**src/rtl/hmac_sha1_pkg.sv**
```systemverilog
// rtl/hmac_sha1_pkg.sv - shared widths and output-FSM state encodings for the HMAC-SHA1 datapath
package hmac_sha1_pkg;

    localparam int DATA_W    = 32;
    localparam int DIGEST_W  = 160;
    localparam int NUM_WORDS = DIGEST_W / DATA_W;

    // 2'b10 is deliberately unused; the FSM steers it back to IDLE.
    typedef enum logic [1:0] {
        ST_IDLE = 2'b00,
        ST_SEND = 2'b01,
        ST_DONE = 2'b11
    } out_state_e;

endpackage

```
**src/rtl/digest_out_ctrl.sv**
```systemverilog
// rtl/digest_out_ctrl.sv - serialises a 160-bit SHA-1 digest onto an AXIS master port (DIGEST_BYTE_SWAP_EN: byte-reversed beats)
module digest_out_ctrl #(
    parameter int DATA_W   = hmac_sha1_pkg::DATA_W,
    parameter int DIGEST_W = hmac_sha1_pkg::DIGEST_W
) (
    input  logic                clk,
    input  logic                rst_n,
    input  logic [DIGEST_W-1:0] digest,
    input  logic                digest_valid,
    output logic                digest_ready,
    output logic [DATA_W-1:0]   m_t_data,
    output logic                m_t_valid,
    output logic                m_t_last,
    input  logic                m_t_ready,
    output logic                busy,
    output logic                out_done
);

    localparam int NUM_WORDS = DIGEST_W / DATA_W;
    localparam int CNT_W     = (NUM_WORDS > 1) ? $clog2(NUM_WORDS) : 1;

    hmac_sha1_pkg::out_state_e state_q, state_d;
    logic [DIGEST_W-1:0]       shift_q, shift_d;
    logic [CNT_W-1:0]          cnt_q, cnt_d;
    logic                      is_last;
    logic [DATA_W-1:0]         beat_w;
    logic [DATA_W-1:0]         beat_out;

    assign is_last = (cnt_q == CNT_W'(NUM_WORDS - 1));
    assign beat_w  = shift_q[DIGEST_W-1 -: DATA_W];

    always_ff @(posedge clk or negedge rst_n) begin
        if (!rst_n) begin
            state_q <= hmac_sha1_pkg::ST_IDLE;
            shift_q <= '0;
            cnt_q   <= '0;
        end else begin
            state_q <= state_d;
            shift_q <= shift_d;
            cnt_q   <= cnt_d;
        end
    end

    always_comb begin
        state_d = state_q;
        shift_d = shift_q;
        cnt_d   = cnt_q;
        case (state_q)
            hmac_sha1_pkg::ST_IDLE: begin
                if (digest_valid) begin
                    shift_d = digest;
                    cnt_d   = '0;
                    state_d = hmac_sha1_pkg::ST_SEND;
                end
            end
            hmac_sha1_pkg::ST_SEND: begin
                // m_t_valid is constant high here, so ready alone marks a beat.
                if (m_t_ready) begin
                    shift_d = shift_q << DATA_W;
                    cnt_d   = cnt_q + CNT_W'(1);
                    if (is_last) begin
                        state_d = hmac_sha1_pkg::ST_DONE;
                    end
                end
            end
            hmac_sha1_pkg::ST_DONE: state_d = hmac_sha1_pkg::ST_IDLE;
            default:                state_d = hmac_sha1_pkg::ST_IDLE;
        endcase
    end

    always_comb begin
        beat_out = beat_w;
`ifdef DIGEST_BYTE_SWAP_EN
        for (int b = 0; b < DATA_W / 8; b++) begin
            beat_out[8*b +: 8] = beat_w[DATA_W-8-8*b +: 8];
        end
`endif
    end

    // Every output is a decode of registered state; m_t_ready never reaches an output.
    assign m_t_data     = beat_out;
    assign m_t_valid    = (state_q == hmac_sha1_pkg::ST_SEND);
    assign m_t_last     = m_t_valid && is_last;
    assign digest_ready = (state_q == hmac_sha1_pkg::ST_IDLE);
    assign busy         = (state_q != hmac_sha1_pkg::ST_IDLE);
    assign out_done     = (state_q == hmac_sha1_pkg::ST_DONE);

endmodule
```
**config.mk**
```make
export PLATFORM = sky130hd
export DESIGN_NAME = digest_out_ctrl
export DESIGN_NICKNAME = d
export VERILOG_FILES = /design/src/rtl/hmac_sha1_pkg.sv /design/src/rtl/digest_out_ctrl.sv
export SDC_FILE = /design/constraint.sdc
export NUM_CORES = 1
export LEC_CHECK = 0
export BUFFER_PORTS_ARGS = -buffer_cell sky130_fd_sc_hd__buf_2
export CORE_MARGIN = 2
export CORE_UTILIZATION = 24
export CTS_CLUSTER_SIZE = 40
export DETAILED_ROUTE_END_ITERATION = 7
export PLACE_DENSITY_LB_ADDON = 0.3
export SYNTH_ARGS = -nofsm -noshare
export SYNTH_HDL_FRONTEND = slang
export SYNTH_SLANG_ARGS = --single-unit
```
**constraint.sdc**
```tcl
create_clock -name clk -period 2.5 [get_ports clk]
set_clock_uncertainty 0.1 [all_clocks]
set_input_delay 0.5 -clock clk [delete_from_list [all_inputs] [get_ports clk]]
set_output_delay 0.5 -clock clk [all_outputs]
set_load 0.02 [all_outputs]
```
==> flow_metrics.py, run 1 <==
metrics = {
    "drt": {
        "initialDrtViolationCount": 139,
        "wl_per_cell_um": 15.6,
        "routed_wl_um": 18300,
        "drtPass1Iterations": 3,
        "ant_nets": 0,
        "drc": 0,
        "num_vias": 4766,
        "via_per_inst": 4.06,
    },
    "synthesis": {
        "synthMuxAreaShare_pct": 36.3,
        "synthCells": 543,
        "synth-compound-area-share_pct": 4.00,
        "synth_fa_ha_area_share_pct": 0.314,
        "post_synth_xor_area_fraction_pct": 0,
        "ys_warn_count": 0,
        "synth_top_family_by_area": "multiplexers",
        "synth_top_cell_area_share_pct": 51.8,
        "syn_nets": 709,
        "synth_cell_types": 25,
        "yosys.area_share.simple_pct": 0.832,
        "synth.area.top_cells": "dfrtp_1, mux2_2, mux2_1",
        "synth-seq-cells": 165,
        "synth.largest_area_cell": "dfrtp_1",
        "ys_seq_area_share_pct": 51.8,
        "syn-cell-area_um2": 7970,
        "post_synth.cell_area_avg_um2": 14.7,
    },
    "grt": {
        "grt_max_degree": 68,
        "grt_overflow_total": 0,
        "grt_pass1_wl_um": 28900,
        "grt_pass1_vias": 5204,
        "track_usage_pct": 11.0,
        "antenna_found_initial": 1,
    },
    "sta": {
        "maxSlewViolCount": 0,
        "setup_tns_ns": 0,
        "finalWorstSetupSlack_ns": 0.264,
        "holdWs_ns": 0.188,
        "period_minus_slack_ns": 2.24,
        "post-route-period-util_pct": 89.4,
        "rsz0062_at_grt": "no",
        "max_freq_mhz": 447,
        "tightest_slew_ns": 0.478,
        "setup_violations": 0,
        "slew-limit-headroom_pct": 68.1,
        "finalHoldViolCount": 0,
    },
    "clocking": {
        "htree_levels": 4,
        "cts_tree": "done",
        "clockRootBuffer": "clkbuf_16",
        "clkLatencyLatePin_ns": 0.43,
        "path_clk_slew_ns": 0.07,
        "clockBufferDepth": 2,
        "cts_sinks": 165,
        "cts_buffers": 17,
    },
    "die": {
        "fp.dieH_um": 186,
        "die_w_um": 186,
        "io_pins": 201,
        "initial_core_util_pct": 24.4,
        "rows": 66,
        "fp.dieArea_um2": 34700,
        "core_area_um2": 32600,
    },
    "cells_and_area": {
        "regArea_um2": 4130,
        "drive_gt1_share_pct": 57.1,
        "multiInputGateArea_um2": 3330,
        "nFillCells": 3336,
        "area_growth_pct": 25.0,
        "num-nets-final": 888,
        "antennaDiodeCount": 0,
    },
    "job": {
        "cap_violations": 0,
    },
    "place": {
        "dp_slack_ns": 0.379,
        "port_buffers": 200,
        "dp_hpwl_um": 12600,
        "gp_congestion": 0.667,
    },
    "setup_path": {
        "worst-setup-path-type": "reg2out",
        "path_cells": "nor2b_4, buf_4, buf_2",
        "regToRegSetupSlack_ns": 0.40,
        "required_ns": 1.90,
        "startpoint_type": "flip-flop",
        "arrival_ns": 1.64,
        "max_stage_delay_ns": 0.44,
        "cp_max_fo": 20,
        "crit_slowest_cell": "dfrtp_1",
        "end_kind": "primary output",
    },
    "run_status": {
        "outcome": "complete, no violations",
    },
    "hold_path": {
        "hp-class": "in2reg",
    },
    "pwr": {
        "leakagePower_nw": 4.77,
        "peakVddDrop_v": 0.000462,
        "power_w": 0.0126,
        "powerDensity_nw_per_um2": 1270,
    },
}
-- layout make-up --
cell class / instances / share of cell area [%]
clock buffers: 20 / 4.58
repair buffers: 227 / 13.5
well taps: 442 / 5.55
inverters: 4 / 0.151
clock inverters: 9 / 1.31
multi-input cells: 307 / 33.4
flip-flops and latches: 165 / 41.4
-- where the power goes --
group	internal [W]	switching [W]	total, W	leakage, nW
Sequential	0.00384	0.000557	0.00440	2.09
Combinational	0.00314	0.00238	0.00552	2.40
Clock	0.00160	0.00110	0.00270	0.276
Total	0.00859	0.00403	0.0126	4.77
-- synthesized netlist by cell type --
cell type	count
and3_1	1
mux2_1	97
a21boi_0	1
o21ai_0	2
nor3b_2	1
ha_1	2
nor2b_1	1
inv_1	4
and2_1	2
mux2_2	159
nor4bb_1	1
a21o_1	1
buf_4	32
mux2i_1	1
buf_6	18
nand2_1	1
o21ai_1	1
nand3_1	1
a22o_1	32
a21oi_2	1
buf_2	14
dfrtp_1	165
nor2_1	1
clkbuf_1	3
or2_2	1
-- metal layers --
layer  wire [um]  vias to the layer above  GRT usage (%)
met5          13                        -              0
met4         304                        2           4.19
met3        1110                       22           3.89
met2        8370                      112           17.1
met1        8550                     2332           14.1
li1            -                     2298              -
-- worst paths after layout --
check / start / to / cells after the start
setup / recovery: state_q[0] / m_t_valid / 3
hold / removal: digest[25] / shift_q[25] / 2
setup reg to reg: state_q[0] / shift_q[48] / 6
hold reg to reg: shift_q[40] / shift_q[40] / 1
max in group asynchronous: rst_n / shift_q[152] / 3
min in group asynchronous: rst_n / shift_q[106] / 2
-- stage by stage --
stage                     utilization, %  instances  area (um2)
final                               30.6       1174        9970
after global routing                30.6       1174        9970
after CTS                           30.6       1174        9970
after detailed placement            28.7       1142        9350
after global placement              28.7       1142        9350
after floorplan                        -        543        7970
-- worst max-delay path, delay by kind of cell, from the launching register on --
family,cells,cell delay [ns]
buffers and inverters,2,0.52
and+or+nand+nor,1,0.23
DFF,1,0.44
-- sequential cells by signal, indices dropped and copies added (netlist names) --
name	flops
shift_q	160
cnt_q	3
state_q	2
-- cells in the final DEF (no fill, tap or decap), drive strengths merged --
master | netlist | routed
a21boi | 1 | 1
dfrtp | 165 | 165
a21o | 1 | 1
nor3b | 1 | 1
a21oi | 1 | 1
ha | 2 | 2
nand3 | 1 | 1
dlygate4sd3 | 0 | 1
and3 | 1 | 1
a22o | 32 | 32
nor4bb | 1 | 1
buf | 64 | 226
bufinv | 0 | 3
nor2 | 1 | 1
and2 | 2 | 2
mux2 | 256 | 256
clkbuf | 3 | 20
clkinv | 0 | 2
nor2b | 1 | 1
clkinvlp | 0 | 4
mux2i | 1 | 1
o21ai | 3 | 3
or2 | 1 | 1
inv | 4 | 4
nand2 | 1 | 1
-- timing repair --
item                                    in CTS  in global routing
hold buffers                                 1                  0
resized for setup                            0                  0
setup buffers                                2                  0
endpoints found under the hold margin       38                  0
endpoints found under the setup margin       1                  0
-- kinds of logic after synthesis --
logic type,after synthesis
compound gates,38
fa+ha+maj,2
buf+inv,71
flops,165
mux,257
simple gates,10
Note: power is estimated with default switching activity, not from simulation.
==> inputs of run 2 (changes only) <==
--- a/config.mk
+++ b/config.mk
@@ -6,10 +6,13 @@
 export NUM_CORES = 1
 export LEC_CHECK = 0
 export BUFFER_PORTS_ARGS = -buffer_cell sky130_fd_sc_hd__buf_2
+export CAP_MARGIN = 20
 export CORE_MARGIN = 2
 export CORE_UTILIZATION = 24
 export CTS_CLUSTER_SIZE = 40
 export DETAILED_ROUTE_END_ITERATION = 7
+export GPL_TIMING_DRIVEN = 0
+export MAX_ROUTING_LAYER = met4
 export PLACE_DENSITY_LB_ADDON = 0.3
 export SYNTH_ARGS = -nofsm -noshare
 export SYNTH_HDL_FRONTEND = slang
==> flow_metrics.py, run 2 (same netlist as run 1, synthesis figures left out) <==
metrics = {
    "drt": {
        "wl_per_cell_um": 17.4,
        "initialDrtViolationCount": 139,
        "drtPass1Iterations": 4,
        "routed_wl_um": 21200,
        "ant_nets": 0,
        "drc": 0,
        "via_per_inst": 4.11,
        "num_vias": 5018,
    },
    "grt": {
        "grt_max_degree": 85,
        "grt_pass1_wl_um": 31900,
        "grt_pass1_vias": 5405,
        "track_usage_pct": 13.1,
        "antenna_found_initial": 1,
        "grt_overflow_total": 0,
    },
    "cells_and_area": {
        "final_area_um2": 10200,
        "reg_top3": "shift_q x160, cnt_q x3, state_q x2",
        "drive_gt1_share_pct": 59.0,
        "final_common_cell": "buf_2",
        "nFillCells": 3293,
        "num-nets-final": 931,
        "fin_cells": 1221,
        "area_growth_pct": 28.3,
        "largest_reg_flops": 160,
        "largest_register": "shift_q",
        "mostFrequentLayoutCells": "buf_2, dfrtp_1, mux2_2",
    },
    "pwr": {
        "peakVddDrop_v": 0.000582,
        "powerDensity_nw_per_um2": 1300,
        "leakagePower_nw": 4.95,
    },
    "die": {
        "die_w_um": 186,
        "initial_core_util_pct": 24.4,
        "fp.dieArea_um2": 34700,
        "rows": 66,
        "fp.dieH_um": 186,
        "io_pins": 201,
        "core_area_um2": 32600,
    },
    "clocking": {
        "cts_sinks": 165,
        "clockRootBuffer": "clkbuf_16",
        "htree_levels": 4,
        "cts_buffers": 17,
        "cts_tree": "done",
        "path_clk_slew_ns": 0.07,
        "clockBufferDepth": 2,
        "clkLatencyLatePin_ns": 0.44,
    },
    "place": {
        "dp_cells": 1186,
        "port_buffers": 200,
        "dpl-instance-area_um2": 9560,
        "gp_congestion": 0.723,
        "dp_hpwl_um": 15400,
    },
    "setup_path": {
        "worst-setup-path-type": "reg2out",
        "crit_slowest_cell": "dfrtp_2",
        "end_kind": "primary output",
        "path_cells": "nor2b_2, buf_6, buf_12, and3_1, buf_4",
        "arrival_ns": 1.69,
        "crit_family": "buffers and inverters",
        "max_stage_delay_ns": 0.44,
        "cp_max_fo": 19,
        "required_ns": 1.90,
        "worst-path-buf-inv": 3,
        "startpoint_type": "flip-flop",
    },
    "sta": {
        "rsz0062_at_grt": "no",
        "max_freq_mhz": 437,
        "maxSlewViolCount": 0,
        "finalHoldViolCount": 0,
        "slew-limit-headroom_pct": 54.1,
        "period_minus_slack_ns": 2.29,
        "post-route-period-util_pct": 91.5,
        "tightest_slew_ns": 0.688,
        "setup_violations": 0,
    },
    "job": {
        "cap_violations": 0,
    },
    "run_status": {
        "outcome": "complete, no violations",
    },
    "hold_path": {
        "hp-class": "in2reg",
    },
}
==> run 2: layer usage <==
| metal | track usage [%] | up-vias | wire length [um] |
|---|---|---|---|
| met3 | 3.17 | 15 | 911 |
| met1 | 16.8 | 2510 | 9950 |
| met5 | - | - | 0 |
| met2 | 20.6 | 109 | 10100 |
| li1 | - | 2384 | - |
| met4 | 4.06 | 0 | 247 |
==> run 2: stage by stage <==
stage | TNS, ns | worst slack, ns | power (W) | utilization, % | hold WS, ns
floorplan | 0 | 0.644 | 0.00893 | - | 0.104
finish | 0 | 0.213 | 0.0133 | 31.4 | 0.175
global placement | -343.93 | -2.10 | 0.0106 | 29.2 | 0.364
detailed placement | 0 | 0.0771 | 0.0107 | 29.3 | 0.372
global route | 0 | 0.0209 | 0.0143 | 31.4 | 0.153
CTS | 0 | 0.00421 | 0.0137 | 31.4 | 0.146
==> run 2: power breakdown <==
group	total, W	internal (W)	switching, W
clock network	0.00285	0.00171	0.00115
logic	0.00605	0.00339	0.00267
registers	0.00439	0.00384	0.000550
total	0.0133	0.00894	0.00436
==> run 2: path summary, 6_finish.rpt <==
check                             from      endpoint  cells past startpoint  slack, ns
setup / recovery            state_q[1]      m_t_last                      5       0.21
hold / removal              digest[14]   shift_q[14]                      2       0.17
setup reg to reg            state_q[0]  shift_q[103]                      6       0.22
hold reg to reg            shift_q[53]   shift_q[53]                      1       0.38
max in group asynchronous        rst_n   shift_q[22]                      3       0.90
min in group asynchronous        rst_n   shift_q[70]                      2       0.53
==> run 2: cell type report <==
cell class	count	area (um2)	area share, %
multi-input combinational	307	3310	32.3
antenna	1	2.50	0.0245
buffer	66	528	5.16
sequential	165	4130	40.4
inverter	4	15.0	0.147
timing repair buffer	204	1070	10.4
clock inverter	11	175	1.71
clock buffer	21	450	4.40
tap	442	553	5.41
==> run 2: what timing repair did <==
| action | in CTS | in global routing |
|---|---|---|
| buffers inserted | 2 | 0 |
| gates resized for setup | 6 | 1 |
| gates cloned | 0 | 0 |
| hold buffers | 1 | 0 |
| endpoints found under the hold margin | 81 | 0 |
| endpoints found under the setup margin | 2 | 1 |
